`config.mk`:
```
export PLATFORM = sky130hd
export DESIGN_NAME = ram_arbiter
export DESIGN_NICKNAME = d
export VERILOG_FILES = /design/src/rtl/ram_arbiter_pkg.sv /design/src/rtl/ram_arbiter_rr.sv /design/src/rtl/ram_arbiter.sv
export SDC_FILE = /design/constraint.sdc
export NUM_CORES = 1
export LEC_CHECK = 0
export BUFFER_PORTS_ARGS = -buffer_cell sky130_fd_sc_hd__buf_2
export CORE_MARGIN = 5
export CORE_UTILIZATION = 45
export CTS_CLUSTER_DIAMETER = 60
export CTS_CLUSTER_SIZE = 20
export DETAILED_ROUTE_END_ITERATION = 8
export HOLD_SLACK_MARGIN = 0.15
export PLACE_DENSITY = 0.83
export SLEW_MARGIN = 25
export SYNTH_ARGS = -nofsm -noshare
export SYNTH_HDL_FRONTEND = slang
export SYNTH_HIERARCHICAL = 1
export SYNTH_SLANG_ARGS = --single-unit
```
`constraint.sdc`:
```
create_clock -name clk -period 2.4 [get_ports clk]
set_input_delay 0 -clock clk [delete_from_list [all_inputs] [get_ports clk]]
set_output_delay 0 -clock clk [all_outputs]
set_load 0.01 [all_outputs]
```
`src/rtl/ram_arbiter_pkg.sv`:
```
// ram_arbiter_pkg: FSM states, RAM command codes and default read timeout.
package ram_arbiter_pkg;
    typedef enum logic [2:0] {IDLE, SEND_ADDR, SEND_WDATA, SEND_RCMD, WAIT_RD, ACK} state_e;
    localparam logic [1:0] CMD_WADDR = 2'b00;
    localparam logic [1:0] CMD_WDATA = 2'b01;
    localparam logic [1:0] CMD_RADDR = 2'b10;
    localparam logic [1:0] CMD_READ  = 2'b11;
    localparam int DEFAULT_TIMEOUT = 15;
endpackage

```
`src/rtl/ram_arbiter_rr.sv`:
```
// rr_arbiter2: two-way round-robin grant with a one-bit priority pointer.
module rr_arbiter2 (
    input  logic       clk,
    input  logic       rst_n,
    input  logic [1:0] req,
    input  logic       advance,
    output logic [1:0] grant
);
    logic ptr_q;
    assign grant = (req == 2'b11) ? (ptr_q ? 2'b10 : 2'b01) : req;
    // Pointer flips to the other requester when a grant is taken; it is only consulted in the next IDLE.
    always_ff @(posedge clk or negedge rst_n) begin
        if (!rst_n) ptr_q <= 1'b0;
        else if (advance) ptr_q <= grant[0];
    end
endmodule

```
`src/rtl/ram_arbiter.sv`:
```
// ram_arbiter: serves two requesters one at a time over a command-word RAM port,
// with round-robin arbitration and a bounded wait for read data.
module ram_arbiter
    import ram_arbiter_pkg::*;
#(
    parameter int ADDR_SIZE = 8,
    parameter int TIMEOUT   = DEFAULT_TIMEOUT
) (
    input  logic                 clk,
    input  logic                 rst_n,
    input  logic [1:0]           req,
    input  logic [1:0]           we,
    input  logic [ADDR_SIZE-1:0] addr0,
    input  logic [ADDR_SIZE-1:0] addr1,
    input  logic [ADDR_SIZE-1:0] wdata0,
    input  logic [ADDR_SIZE-1:0] wdata1,
    output logic [1:0]           ack,
    output logic [ADDR_SIZE-1:0] rdata,
    output logic                 err,
    output logic [ADDR_SIZE+1:0] ram_din,
    output logic                 ram_rx_valid,
    input  logic [ADDR_SIZE-1:0] ram_dout,
    input  logic                 ram_tx_valid
);
    localparam int CW = $clog2(TIMEOUT + 1);
    state_e               state_q, state_d;
    logic                 owner_q, owner_d, we_q, we_d, err_q, err_d, advance, sel;
    logic [ADDR_SIZE-1:0] addr_q, addr_d, wdata_q, wdata_d, rdata_q, rdata_d;
    logic [CW-1:0]        cnt_q, cnt_d;
    logic [1:0]           grant;

    rr_arbiter2 u_rr (
        .clk     (clk),
        .rst_n   (rst_n),
        .req     (req),
        .advance (advance),
        .grant   (grant)
    );

    assign sel   = (grant == 2'b10);
    assign ack   = (state_q == ACK) ? (owner_q ? 2'b10 : 2'b01) : 2'b00;
    assign rdata = rdata_q;
    assign err   = err_q;

    always_comb begin
        state_d      = state_q;
        owner_d      = owner_q;
        we_d         = we_q;
        addr_d       = addr_q;
        wdata_d      = wdata_q;
        rdata_d      = rdata_q;
        err_d        = err_q;
        cnt_d        = cnt_q;
        advance      = 1'b0;
        ram_rx_valid = 1'b0;
        ram_din      = '0;
        case (state_q)
            IDLE: if (|req) begin
                advance = 1'b1;
                owner_d = sel;
                we_d    = sel ? we[1] : we[0];
                addr_d  = sel ? addr1 : addr0;
                wdata_d = sel ? wdata1 : wdata0;
                err_d   = 1'b0;
                state_d = SEND_ADDR;
            end
            SEND_ADDR: begin
                ram_rx_valid = 1'b1;
                ram_din      = {we_q ? CMD_WADDR : CMD_RADDR, addr_q};
                state_d      = we_q ? SEND_WDATA : SEND_RCMD;
            end
            SEND_WDATA: begin
                ram_rx_valid = 1'b1;
                ram_din      = {CMD_WDATA, wdata_q};
                state_d      = ACK;
            end
            SEND_RCMD: begin
                ram_rx_valid = 1'b1;
                ram_din      = {CMD_READ, {ADDR_SIZE{1'b0}}};
                cnt_d        = '0;
                state_d      = WAIT_RD;
            end
            WAIT_RD: if (ram_tx_valid) begin
                rdata_d = ram_dout;
                err_d   = 1'b0;
                state_d = ACK;
            end else begin
                // The cycle whose increment reaches TIMEOUT is the last WAIT_RD cycle.
                cnt_d = cnt_q + 1'b1;
                if (cnt_q == CW'(TIMEOUT - 1)) begin
                    rdata_d = '0;
                    err_d   = 1'b1;
                    state_d = ACK;
                end
            end
            ACK:     state_d = IDLE;
            default: state_d = IDLE;
        endcase
    end

    always_ff @(posedge clk or negedge rst_n) begin
        if (!rst_n) begin
            state_q <= IDLE;
            owner_q <= 1'b0;
            we_q    <= 1'b0;
            addr_q  <= '0;
            wdata_q <= '0;
            rdata_q <= '0;
            err_q   <= 1'b0;
            cnt_q   <= '0;
        end else begin
            state_q <= state_d;
            owner_q <= owner_d;
            we_q    <= we_d;
            addr_q  <= addr_d;
            wdata_q <= wdata_d;
            rdata_q <= rdata_d;
            err_q   <= err_d;
            cnt_q   <= cnt_d;
        end
    end
endmodule

```
After elaboration in Yosys (flattened, before gate mapping). Cells that the tools add are included.

Bits in registers: 35. Input bits: 47. Output and inout port bits: 22. Logic and storage cells: 57.

$add $sub $neg: 1. Equal/unequal tests: 11. Mux-type cells: 25. Reductions and logical operators: 11.

Operators by type and width (count): $mux 8 (4); $pmux 10 s3 (1); $pmux 3 s5 (1); $mux 2 (5); $mux 3 (3); $mux 1 (8); $pmux 4 s2 (1); $reduce_and 2->1 (4); $eq 3x2->1 const B (2); $eq 3x3->1 const B (2); $reduce_bool 2->1 (3); $add 4x1->4 const B (1); $eq 2x2->1 const B (2); $eq 4x4->1 const B (1); $mux 4 (1); $ne 2x2->1 const B (2); $eq 3x1->1 const B (1); $logic_not 3->1 (1); $ne 3x3->1 const B (1); $reduce_and 3->1 (1); $reduce_or 3->1 (1); $pmux 1 s2 (1); $reduce_or 2->1 (1).

Depth between registers and ports, before layout.
Depth in word-level cells: 4. Mapped depth: 7. Gate-level depth less buffers: 5.

By module. The synthesis kept the hierarchy.

By module, submodules not included: ram_arbiter (instances 1, cells each 150, area each 1889.3 um^2); rr_arbiter2 (instances 1, cells each 5, area each 62.6 um^2).

Worst setup path before layout. No wires, ideal clock.

Path kind: register to register. Start point: register u_rr.ptr_q. End point: register addr_q[3]. Library setup time: 0.125 ns. Arrival time: 1.510 ns. Required time: 2.275 ns. Slack: 0.765 ns. Stages on the path, launching flop included: 8. Path buffers: 2. Period minus slack after synthesis: 1.635 ns. Cells stage by stage: dfrtp_1 -> inv_1 -> a21boi_0 -> nor2b_4 -> buf_6 -> buf_6 -> mux2_4 -> mux2_4.

Cells in the longest elaborated chain, start to end: 4.

RTL lines: from (decl) (RTL line ram_arbiter_rr.sv:9) `logic ptr_q;`; from (signal assigned) (RTL line ram_arbiter_rr.sv:14) `else if (advance) ptr_q <= grant[0];`; $mux 2 (2 in series) (RTL line ram_arbiter_rr.sv:10) `assign grant = (req == 2'b11) ? (ptr_q ? 2'b10 : 2'b01) : req;`; via grant[1] (RTL line ram_arbiter.sv:30) `logic [1:0] grant;`; $eq 2x2->1 (RTL line ram_arbiter.sv:40) `assign sel = (grant == 2'b10);`; $mux 8 (RTL line ram_arbiter.sv:62) `addr_d = sel ? addr1 : addr0;`; to (signal assigned) (RTL line ram_arbiter.sv:115) `addr_q <= addr_d;`; to (decl) (RTL line ram_arbiter.sv:28) `logic [ADDR_SIZE-1:0] addr_q, addr_d, wdata_q, wdata_d, rdata_q, rdata_d;`.

The timed path passes the listed nets, and every way through them passes these cells. A chain may end at the register's enable or synchronous reset.

Final worst setup path.
Start point: register state_q[0]. End point: output port ram_din[2].

Cells in the longest elaborated chain, start to end: 2. Elaborated cells on any way between the ends: 4. Those cells by class: 3 x eq/ne; 1 x mux.

RTL lines: from (decl) (RTL line ram_arbiter.sv:26) `state_e state_q, state_d;`; from (signal assigned) (RTL line ram_arbiter.sv:112) `state_q <= state_d;`; $eq 3x2->1 or $eq 3x1->1 (tied branches) (RTL line ram_arbiter.sv:57) `case (state_q)`; $pmux 10 s3 (*) (RTL line ram_arbiter.sv:57); to (decl) (RTL line ram_arbiter.sv:20) `output logic [ADDR_SIZE+1:0] ram_din,`.

Mark *: on every way between the ends. The rest lies on a longest branch, timed or not.

==> results.txt <==
DIE AREA = 5755 µm²
Hold Path Sink = err
measured slew at the worst slew-check pin = 778.3 ps
crit path buf inv count = 1
Clock Skew = 4.403 ps
Register-to-Register Path Depth = 5
R2R Setup Slk = 480 ps
multi-input logic area = 962.2 µm²
FF/Latch Area = 875.8 µm²
CP Capture Type = primary output
Final Max Tran Viols = 0
async set-reset flop share out of synthesis = 100.0%
reg2reg start = u_rr/ptr_q
TritonCTS buffer count = 5
hold path start = req[0]
Worst R2R End = wdata_q[5]
HPWL after detailed placement = 3178 µm
Gate power share = 47.1%
CTS clk-pin slew, worst paths = 60 ps
top cells by area, synth = dfrtp_1, mux2_4, mux2_2
post-layout util = 65.15%
RSZ-0062 raised after global routing = false
Synth Net Count = 204
CTS Sinks = 35
Core Box Area = 4294 µm²
Fmax achieved = 515.6 MHz
Synth area leader = dfrtp_1
Crit path largest cell delay = 570 ps
wire length per cell = 15.60 µm
layout cells sized above 1 = 44.70%
synthesized flop and latch total = 35
n_diodes = 0
Mapped Cells = 155
worst hold path class = in -> reg
Yosys cell types = 36
Req. time, crit path = 2400 ps
Die W = 75.86 µm
DRT Wirelength = 4930 µm
Slowest-stage cell, CP = dfrtp_1
Leak = 1.377 nW
Post-synth EDFFs = 0
Resized cells post-CTS = 0
most common cell in the netlist = dfrtp_1
Mapped Avg Cell Area = 12.59 µm²
GRT Util Overall = 18.04%
period utilization = 80.82%
P&R area growth vs syn = 43.33%
dpl cells = 265
vias per cell = 5.222
crit path max fanout = 10
Largest delay share family, worst path = simple AND/OR/NAND/NOR gates
FILL cells = 327
ANT nets after route = 0
crit start category = flop
synthesized cell area = 1952 µm²
top post-synthesis cells by count = dfrtp_1, mux2_4, mux2_2, nor2_1
WHS = 181.9 ps
post-route cell area = 2798 µm²
TritonCTS clock tree = built
Max IR drop VDD = 638.5 µV
GPL Wtd Cong = 0.7794
Clock Power Share = 15.1%
CTS Hold Bufs = 44
Post-Layout Cell Count = 316
Root Driver = clkbuf_8
Final Hold Vio Count = 0
Pwr Density = 1008 nW/µm²
Placement Setup Slack = 489.9 ps
setup violators final = 0
synth warn = 6
Nets = 313
number of antenna violations at the first check in global routing = 0
die height = 75.86 µm
first-pass GRT wire length = 7769 µm
switching share of power = 36.09%
P_sw = 1.017 mW
Max Cap Violations = 0
Synth top area share = 44.87%
Starting Density = 45.45%
clock latency on the worst-skew pair = 290 ps
DRT Pass-1 Iters = 4
total global routing overflow = 0
largest net degree at the start of global routing = 36
CP arrival = 1940 ps
Pwr Total = 2.819 mW
P_int = 1.802 mW
critical path type = reg -> out
CTS Buffer Depth = 2
total I/O pin count = 69
hold path cells = 4
post-synthesis sequential area ratio = 44.87%
Setup WS post-layout = 460.4 ps
Sum Neg Setup Slack = 0 ps
setup bufs post-CTS = 0
placed cell area = 2270 µm²
crit-path cells = nor2b_1, a22oi_1, nor2_1, buf_2
register share of total power = 37.8%
top_reg_cell synth = dfrtp_1
Residual DRC = 0
via total after detailed routing = 1650
status = complete, no violations
row cnt = 24
relative slew slack = 48.12%
drt initial violations = 82
final worst path period need = 1940 ps
IO Port Bufs = 68
vias in the first global route = 1746
H-tree levels = 2
==> cell families after synthesis <==
kind of cell,after synthesis,share of synthesized area (%)
compound gates,32,12.89
fa+ha+maj,2,1.282
buf+inv,15,5.833
flops,35,44.87
mux,37,24.94
simple gates,34,10.19
==> layer usage <==
metal | share of wire, % | up-vias | track usage, %
li1 | - | 788 | -
met1 | 38 | 789 | 20.84
met2 | 51 | 63 | 30.89
met3 | 8.4 | 10 | 6.332
met4 | 2.0 | 0 | 6.214
met5 | 0 | - | 0
==> tightest hold or removal path, cell delays in order <==
cell	delay, ps
buf_2	130
nor3_1	150
o31ai_1	80
o21ai_0	70
==> registers in the layout (all words and copies together) (netlist names) <==
signal      flops
addr_q          8
owner_q         1
wdata_q         8
cnt_q           4
we_q            1
err             1
state_q         3
rdata           8
u_rr/ptr_q      1
==> layout by cell type, fill, tap and decap left out, drive strengths merged, types with 2 or more instances in the layout <==
cell type    Yosys  final
buf              9     70
dlygate4sd3      0     44
mux2            36     36
dfrtp           35     35
nor2            14     14
a22oi            8      8
a22o             8      8
clkbuf           3      6
nor3             5      5
and3             4      4
a21oi            4      4
nor2b            4      4
inv              3      3
a311oi           3      3
nand2b           2      2
ha               2      2
a21boi           2      2
==> power by group through the flow <==
stage / clock, mW / combinational (mW) / sequential [mW]
6_report: 0.426 / 1.33 / 1.07
2_1_floorplan: 0 / 1.01 / 1.02
3_5_place_dp: 0 / 1.27 / 1.07
5_1_grt: 0.466 / 1.46 / 1.11
4_1_cts: 0.437 / 1.33 / 1.06
3_3_place_gp: 0 / 1.23 / 1.06
==> how the worst max path moves through the flow <==
stage	end	start	cells after the start	slack [ps]
floorplan	addr_q[3]	u_rr/ptr_q	7	770
global placement	addr_q[0]	u_rr/ptr_q	5	540
detailed placement	wdata_q[5]	u_rr/ptr_q	5	490
CTS	ram_din[3]	state_q[0]	4	450
global route	ram_din[2]	state_q[0]	4	290
finish	ram_din[2]	state_q[0]	4	460
==> final cells by class <==
cell class,count,area share (%)
inverter,3,0.4025
sequential,35,31.31
clock inverter,1,0.1789
multi-input combinational,105,34.39
clock buffer,6,2.952
tap,52,2.326
timing repair buffer,114,28.44
Note: power is estimated with default switching activity, not from simulation.
